File: src/rtl/dmem_arbiter.sv
// Data-memory arbiter between the CPU and a debug port.
// Round-robin on ties, with a bounded debug lock and single-beat access.
module dmem_arbiter #(
    parameter int AW       = 16,
    parameter int DW       = 16,
    parameter int LOCK_MAX = 16
) (
    input  logic          clk,
    input  logic          rst,
    input  logic          cpu_req,
    input  logic          cpu_we,
    input  logic [AW-1:0] cpu_addr,
    input  logic [DW-1:0] cpu_wdata,
    output logic          cpu_gnt,
    output logic          cpu_stall,
    output logic          cpu_rvalid,
    input  logic          dbg_req,
    input  logic          dbg_we,
    input  logic          dbg_lock,
    input  logic [AW-1:0] dbg_addr,
    input  logic [DW-1:0] dbg_wdata,
    output logic          dbg_gnt,
    output logic          dbg_rvalid,
    output logic [DW-1:0] rdata,
    output logic          mem_en,
    output logic          mem_we,
    output logic [AW-1:0] mem_addr,
    output logic [DW-1:0] mem_wdata,
    input  logic [DW-1:0] mem_rdata,
    output logic          lock_timeout
);

    typedef enum logic {
        UNLOCKED = 1'b0,
        LOCKED   = 1'b1
    } state_t;

    localparam int            CW       = 8;
    localparam logic [CW-1:0] CNT_LAST = CW'(LOCK_MAX - 1);

    state_t        state;
    state_t        state_nx;
    logic          last_dbg;
    logic          last_dbg_nx;
    logic [CW-1:0] cnt;
    logic [CW-1:0] cnt_nx;
    logic          armed;
    logic          armed_nx;
    logic          tmo_nx;

    always_comb begin
        cpu_gnt     = 1'b0;
        dbg_gnt     = 1'b0;
        state_nx    = state;
        last_dbg_nx = last_dbg;
        cnt_nx      = cnt;
        armed_nx    = armed;
        tmo_nx      = 1'b0;
        if (rst) begin
            unique case (state)
                UNLOCKED: begin
                    if (cpu_req && dbg_req) begin
                        cpu_gnt = last_dbg;
                        dbg_gnt = ~last_dbg;
                    end else begin
                        cpu_gnt = cpu_req;
                        dbg_gnt = dbg_req;
                    end
                    if (dbg_gnt && dbg_lock && armed) begin
                        state_nx = LOCKED;
                        cnt_nx   = '0;
                    end
                end
                LOCKED: begin
                    dbg_gnt = dbg_req;
                    if (!dbg_lock) begin
                        state_nx = UNLOCKED;
                        cnt_nx   = '0;
                    end else if (cnt == CNT_LAST) begin
                        // forced release: debug must re-request the lock
                        state_nx = UNLOCKED;
                        cnt_nx   = '0;
                        tmo_nx   = 1'b1;
                        armed_nx = 1'b0;
                    end else begin
                        cnt_nx = cnt + 1'b1;
                    end
                end
            endcase
            if (!dbg_lock) armed_nx = 1'b1;
            if (cpu_gnt) last_dbg_nx = 1'b0;
            else if (dbg_gnt) last_dbg_nx = 1'b1;
            if (tmo_nx) last_dbg_nx = 1'b1;
        end
    end

    always_ff @(posedge clk or negedge rst) begin
        if (!rst) begin
            state        <= UNLOCKED;
            last_dbg     <= 1'b1;
            cnt          <= '0;
            armed        <= 1'b1;
            lock_timeout <= 1'b0;
            cpu_rvalid   <= 1'b0;
            dbg_rvalid   <= 1'b0;
        end else begin
            state        <= state_nx;
            last_dbg     <= last_dbg_nx;
            cnt          <= cnt_nx;
            armed        <= armed_nx;
            lock_timeout <= tmo_nx;
            cpu_rvalid   <= cpu_gnt & ~cpu_we;
            dbg_rvalid   <= dbg_gnt & ~dbg_we;
        end
    end

    assign cpu_stall = cpu_req & ~cpu_gnt;
    assign mem_en    = cpu_gnt | dbg_gnt;

    always_comb begin
        mem_we    = 1'b0;
        mem_addr  = '0;
        mem_wdata = '0;
        if (cpu_gnt) begin
            mem_we    = cpu_we;
            mem_addr  = cpu_addr;
            mem_wdata = cpu_wdata;
        end else if (dbg_gnt) begin
            mem_we    = dbg_we;
            mem_addr  = dbg_addr;
            mem_wdata = dbg_wdata;
        end
    end

    assign rdata = (cpu_rvalid | dbg_rvalid) ? mem_rdata : '0;

endmodule

File: config.mk
export PLATFORM = sky130hd
export DESIGN_NAME = dmem_arbiter
export DESIGN_NICKNAME = d
export VERILOG_FILES = /design/src/rtl/dmem_arbiter.sv
export SDC_FILE = /design/constraint.sdc
export NUM_CORES = 1
export LEC_CHECK = 0
export CAP_MARGIN = 40
export CORE_ASPECT_RATIO = 1.25
export CORE_UTILIZATION = 30
export CTS_BUF_LIST = sky130_fd_sc_hd__clkbuf_8
export DETAILED_ROUTE_END_ITERATION = 16
export MAX_ROUTING_LAYER = met4
export PLACE_DENSITY = 0.95
export SLEW_MARGIN = 20
export SYNTH_ARGS = -nofsm -noshare
export SYNTH_HDL_FRONTEND = slang
export SYNTH_SLANG_ARGS = --single-unit
export TNS_END_PERCENT = 5
File: constraint.sdc
create_clock -name clk -period 3.1 [get_ports clk]
set_clock_uncertainty 0.1 [all_clocks]
set_input_delay 0.62 -clock clk [delete_from_list [all_inputs] [get_ports clk]]
set_output_delay 0.62 -clock clk [all_outputs]
set_load 0.02 [all_outputs]
# Word-level counts from Yosys, hierarchy flattened
# Cells that the tools add are included.
word_totals:
  reg_bits: 14
  elab_cells: 65
  output_inout_bits: 56
op_classes:
  add_sub_neg: 1
  eq_ne: 4
  bitwise: 10
  reduce_logical: 7
  n_mux: 36
op_table:
  columns: ["op", "n"]
  rows:
  - ["$mux 16", 5]
  - ["$mux 1", 25]
  - ["$mux 8", 3]
  - ["$pmux 8 s2", 1]
  - ["$add 8x1->8 const B", 1]
  - ["$eq 8x4->1 const B", 1]
  - ["$not 1->1", 5]
  - ["$ne 2x1->1 const B", 2]
  - ["$pmux 1 s2", 2]
  - ["$reduce_and 2->1", 2]
  - ["$and 1x1->1", 3]
  - ["$logic_and 1x1->1", 3]
  - ["$reduce_and 3->1", 1]
  - ["$reduce_bool 3->1", 1]
  - ["$ne 2x2->1 const B", 1]
  - ["$or 1x1->1", 2]

# Longest topological paths before layout
# Gate-level depths: netlist (run 1).
depth:
  depth_word: 9
  depth_mapped: 5
  mapped_depth_nobuf: 5

# Least setup slack after synthesis (run 1)
# Ideal clock, no wire load.
synth_path:
  path_kind: "input to output"
  startpoint: "input port cpu_req"
  endpoint: "output port mem_addr[10]"
  setup_slack_ns: 0.884
  t_arrival_ns: 1.496
  path_buffers: 2
  stages: 5
  cell_sequence: "nand3b_1 -> and3_1 -> buf_2 -> buf_2 -> a22o_1"
synth_between:
  elab_chain_len: 9
  word_cells_on_any_way: 13
  cone_classes: "12 x mux; 1 x reduce/logical"
synth_lines:
  columns: ["item", "line_no", "source"]
  rows:
  - ["start, declared", "10", "input logic cpu_req,"]
  - ["$logic_and 1x1->1", "62", "if (cpu_req && dbg_req) begin"]
  - ["$mux 1", "62", null]
  - ["$mux 1", "60", "unique case (state)"]
  - ["$mux 1", "59", "if (rst) begin"]
  - ["$pmux 1 s2", "60", null]
  - ["$mux 1 (2 in series)", "59", null]
  - ["net dbg_gnt", "22", "output logic dbg_gnt,"]
  - ["$mux 16", "128", "end else if (dbg_gnt) begin"]
  - ["$mux 16", "124", "if (cpu_gnt) begin"]
  - ["end, declared", "27", "output logic [AW-1:0] mem_addr,"]
# The timed path passes the listed nets, and every way through them passes these cells. The select of a mux whose other input is x is not followed.

# Worst setup path after layout (run 1)
layout_path:
  startpoint: "input port rst"
  endpoint: "output port cpu_gnt"
layout_between:
  elab_chain_len: 1
layout_lines:
  columns: ["item", "line_no", "source"]
  rows:
  - ["start, declared", "9", "input logic rst,"]
  - ["$mux 1", "59", null]
  - ["end, declared", "14", "output logic cpu_gnt,"]
# No other way between the ends.

==> reports/qor.txt, run 1 <==
Slowest library cell on the worst path - clkdlybuf4s50_1
Critical path type - in -> out
Largest net degree at the start of global routing - 22
Fin cells - 335
Post-synth top area cell - dfrtp_1
Seq cells post-synth - 14
Die Width - 58.5 um
Worst-Margin Slew - 387 ps
Clk slew on worst S/H paths - 60 ps
# hold bufs at CTS - 0
Initial antenna violation count - 0
Vias in the first global route - 1560
CP Launch Type - primary input
Synth Area in Compound Gates - 0.400
Max FO, Critical Path - 18
Placed Area - 2750 sq um
Syn avg cell area - 8.94 sq um
DP HPWL - 4.73 mm
VDD IR max - 0.000208 V
Worst EP required - 2380 ps
Ranking of synthesized cells by area - dfrtp_1, a22o_1, nor2b_1
# clock sinks - 14
Post-Synth Adder-Cell Area - 0.0104
Most common cell after layout, fill and taps aside - clkdlybuf4s50_1
IO Pins - 143
Root buffer cell - clkbuf_8
CP most frequent cell - clkdlybuf4s50_1
Multiplexer area fraction after synthesis - 0
YS warnings - 0
Final core occ - 0.725
Share of cells above drive strength 1 - 0.0890
Die outline area - 4250 sq um
Vias per cell - 5.04
Synth Instances - 134
First DRT Iteration DRCs - 80
Slew HR - 0.741
Port buffer count - 142
Placed Cells - 331
Distinct cells, synth - 35
Synth-to-Final Area Change - 131%
Worst path cell trace - clkdlybuf4s50_1, nand3_1, a21oi_4, buf_12, clkdlybuf4s50_1
H-tree Lvls - 1
Antenna viol nets, final - 0
Synthesized Nets - 222
Final Cycle Share - 0.976
Number of CTS-inserted buffers - 3
Cell Area, Synth - 1200 sq um
Row cnt - 25
Main combinational cell family by area after synthesis - compound AO/OA/AOI/OAI gates
Initial Util - 0.314
CTS tree - yes
Commonest non-fill, non-tap cells in the layout - clkdlybuf4s50_1, dlygate4sd2_1, a22o_1, nor2b_1, dfrtp_1
Post-CTS setup buffers - 0
RSZ-0062 raised after global routing - no
Setup TNS - 0 ps
Simple-Gate Fraction of Synth Area - 0.231
Hold Crit Class - reg -> reg
First-pass GRT wire length - 8.33 mm
Fin. Hold Viols - 0
Highest clock rate - 330 MHz
Pleak - 1.24 nW
Synth Area in XOR/XNOR - 0
Power Dens Cells - 335 nW/um^2
Final instance area - 2770 sq um
Status - finished, final reports clean
# Max-Cap Violations - 0
Post-route minimum period - 3030 ps
Drc violations - 0
TritonRoute pass-1 iters - 4
Vias - 1687
NumNets Final - 370
Sequential element share of the synthesized area - 0.295
Core Region - 3820 sq um
Max incr delay on CP - 600 ps
Yosys top cell area share - 0.251
Global route overflow - 0
Crit path capture type - primary output
Max-slew violations - 0
Die H - 72.6 um
Routed len/inst - 17.3 um
Max Root-Sink Buffers - 2
Total track usage - 0.274
Final WL - 5.80 mm
Final setup viols - 0
CP arrival - 2310 ps
Diode count - 0
GP Congestion - 0.996
Min Hold Slack - 385 ps
Skew-Pair Late Insertion Delay - 250 ps
timing repair:
item                       CTS  global route
resized for setup           34             1
setup endpoints to repair   34             1
cloned                       0             0
metal layers:
layer	vias to the layer above	routed length (um)	GRT usage
met5	-	0	-
met4	0	61	0.0635
met3	8	684	0.0656
met2	112	2690	0.428
met1	758	2370	0.360
li1	809	-	-
metrics by stage:
stage | power, mW | setup WS (ps)
2_1_floorplan | 0.477 | 884
3_3_place_gp | 0.778 | -114
3_5_place_dp | 0.785 | -145
4_1_cts | 0.931 | 52.5
5_1_grt | 0.977 | 1.79
6_report | 0.927 | 73.7
synthesized netlist by cell type, drive strengths merged:
| master | count |
|---|---|
| inv | 4 |
| o31ai | 5 |
| dfstp | 2 |
| nor2 | 4 |
| o21ai | 11 |
| ha | 1 |
| or2 | 2 |
| a21oi | 4 |
| or3 | 2 |
| nand2 | 6 |
| dfrtp | 12 |
| nor3 | 1 |
| nand3b | 2 |
| a31oi | 2 |
| buf | 7 |
| nand3 | 4 |
| nand4 | 1 |
| a31o | 1 |
| nor2b | 19 |
| a22o | 33 |
| clkbuf | 2 |
| and2 | 2 |
| nand4b | 1 |
| o22ai | 1 |
| a41oi | 1 |
| o211ai | 1 |
| and3 | 3 |
final cells by class:
type	instances	area [sq um]
timing repair buffer	152	1510
fill	329	1050
multi-input combinational	107	768
sequential	14	353
tap	54	67.6
clock buffer	4	55.1
inverter	4	15.0
final timing paths:
kind | from | to | slack (ps) | depth (start not counted)
min in group asynchronous | rst | lock_timeout | 650 | 2
min | armed | armed | 390 | 2
max | rst | cpu_gnt | 70 | 5
max reg2reg | cnt[0] | cnt[3] | 1400 | 5
max in group asynchronous | rst | armed | 1990 | 3
min reg2reg | armed | armed | 390 | 2
sequential cells by signal (all words and copies together) (netlist names):
register and count:
armed 1, cnt 8, last_dbg 1, lock_timeout 1
cpu_rvalid 1, state 1, dbg_rvalid 1
report_power, final:
part | internal [mW] | total [mW] | switching [mW]
Sequential | 0.206 | 0.227 | 0.0204
Clock | 0.113 | 0.181 | 0.0682
Combinational | 0.272 | 0.520 | 0.248
kinds of logic (layout without fill, tap and decap cells):
group                      count (synthesis)  after routing
AOI/OAI and AO/OA                         59             59
and+or+nand+nor                           47             47
DFF                                       14             14
buffers and inverters                     13            160
adders and majority gates                  1              1
critical path: cells and delay by family:
kind / cells / cell delay, ps
AND/OR/NAND/NOR: 1 / 160
buffers and inverters: 3 / 1290
AO/OA/AOI/OAI: 1 / 230
(Power assumes the default switching activity.)
==> run 2, diff against run 1 <==
- CORE_UTILIZATION: 30 -> 25
- PLACE_DENSITY: 0.95 -> 0.91
- clock period: 3.1 -> 2.69 ns (I/O delays scaled with it)
==> run 2 against run 1 <==
Final cell count increased by 1.2%. Clock power decreased by 3%. Hold slack got worse by 100 ps. Register-to-register slack worse by 390 ps. Clock-buffer cell count down 1. Largest power group unchanged.
==> reports/qor.txt, run 2 (synthesis results as in run 1) <==
Max FO, Critical Path - 30
RSZ-0062 raised after global routing - yes
Die H - 79.4 um
# clock sinks - 14
Core Region - 4490 sq um
VDD IR max - 0.000233 V
Number of CTS-inserted buffers - 3
Power Dens Cells - 374 nW/um^2
Pleak - 1.13 nW
R2R depth - 5
Most common cell after layout, fill and taps aside - clkdlybuf4s50_1
Biggest register - cnt
Initial Util - 0.266
Footprint of the multi-input gates - 778 sq um
Register share of total power - 0.254
H-tree Lvls - 1
Max Root-Sink Buffers - 2
Largest net degree at the start of global routing - 32
Tot Pwr - 1.03 mW
Skew-Pair Late Insertion Delay - 250 ps
Register cell area after layout - 353 sq um
Commonest non-fill, non-tap cells in the layout - clkdlybuf4s50_1, a22o_1, clkdlybuf4s15_2, nor2b_1, dfrtp_1
Vias per cell - 4.89
Setup TNS - 0 ps
Min Hold Slack - 281 ps
Worst EP required - 2050 ps
Fill count - 402
Crit path capture type - primary output
Synth-to-Final Area Change - 130%
Port buffer count - 142
Fin. Hold Viols - 0
Die Width - 63.9 um
Total track usage - 0.207
Root buffer cell - clkbuf_8
Share of cells above drive strength 1 - 0.214
Final setup viols - 0
Final WL - 5.20 mm
GP Congestion - 0.761
CP arrival - 2000 ps
Critical path type - in -> out
Diode count - 0
Status - finished, final reports clean
Final Cycle Share - 0.982
Vias in the first global route - 1587
Routed len/inst - 15.3 um
NumNets Final - 370
Max reg flops - 8
CP Launch Type - primary input
Initial antenna violation count - 0
Placed Cells - 334
Global route overflow - 0
Sw Pwr - 378 uW
DP HPWL - 4.16 mm
Post-route minimum period - 2640 ps
Clk network pwr share - 0.170
Sw Share - 0.366
Antenna viol nets, final - 0
Final instance area - 2760 sq um
First-pass GRT wire length - 7.95 mm
Max-slew violations - 0
Worst flop-to-flop path startpoint - cnt[0]
Row cnt - 27
Vias - 1657
# Max-Cap Violations - 0
Worst-Margin Slew - 395 ps
Drc violations - 0
Placed Area - 2720 sq um
Highest clock rate - 378 MHz
Die outline area - 5070 sq um
First DRT Iteration DRCs - 54
Fin cells - 339
Combinational Power Share - 0.576
CTS tree - yes
Clk slew on worst S/H paths - 60 ps
IO Pins - 143
Post-CTS setup buffers - 0
Hold Crit Class - in -> async
TritonRoute pass-1 iters - 4
CP startpoint - cpu_req
Slew HR - 0.736
Cell Int Power - 654 uW
run 2: power by group through the flow:
stage | Clock [mW] | Sequential (mW) | Combinational [mW]
after floorplan | 0 | 0.261 | 0.289
after global placement | 0 | 0.264 | 0.609
after detailed placement | 0 | 0.265 | 0.619
after CTS | 0.181 | 0.262 | 0.604
after global routing | 0.189 | 0.268 | 0.636
final | 0.175 | 0.263 | 0.594
run 2: area by class of cell:
type	instances	share of cell area
sequential	14	0.128
clock buffer	3	0.0150
inverter	4	0.00544
clock inverter	1	0.00136
tap	58	0.0263
timing repair buffer	152	0.542
multi-input combinational	107	0.282
run 2: repair_timing:
action                                  4_1_cts  5_1_grt
hold buffers                                  0        0
endpoints found under the setup margin       37       34
gates resized for setup                     102       12
pin swaps                                     0        1
hold endpoints to repair                      0        0
run 2: metrics by stage:
step	util	setup WS, ps
after floorplan	-	638
after global placement	0.606	-342
after detailed placement	0.606	-384
after CTS	0.625	1.19
after global routing	0.614	-11.7
final	0.614	47.6
run 2: critical path, stage by stage:
cell and delay, ps:
clkdlybuf4s50_1 510, nand3b_1 130, and3_4 220, buf_12 160, a22o_1 190, clkdlybuf4s15_2 250
run 2: metal layers:
layer  up-vias  global-route usage  wire length [um]
li1        805                   -                 -
met1       747               0.217              1920
met2        95               0.372              2730
met3        10              0.0400               409
met4         0              0.0955               138
met5         -                   -                 0
run 2: final timing paths:
check                      slack, ps            end
max                               50  mem_wdata[13]
min                              280         cnt[0]
max reg2reg                     1010         cnt[3]
min reg2reg                      380          armed
max in group asynchronous       1960          armed
min in group clk                 380          armed
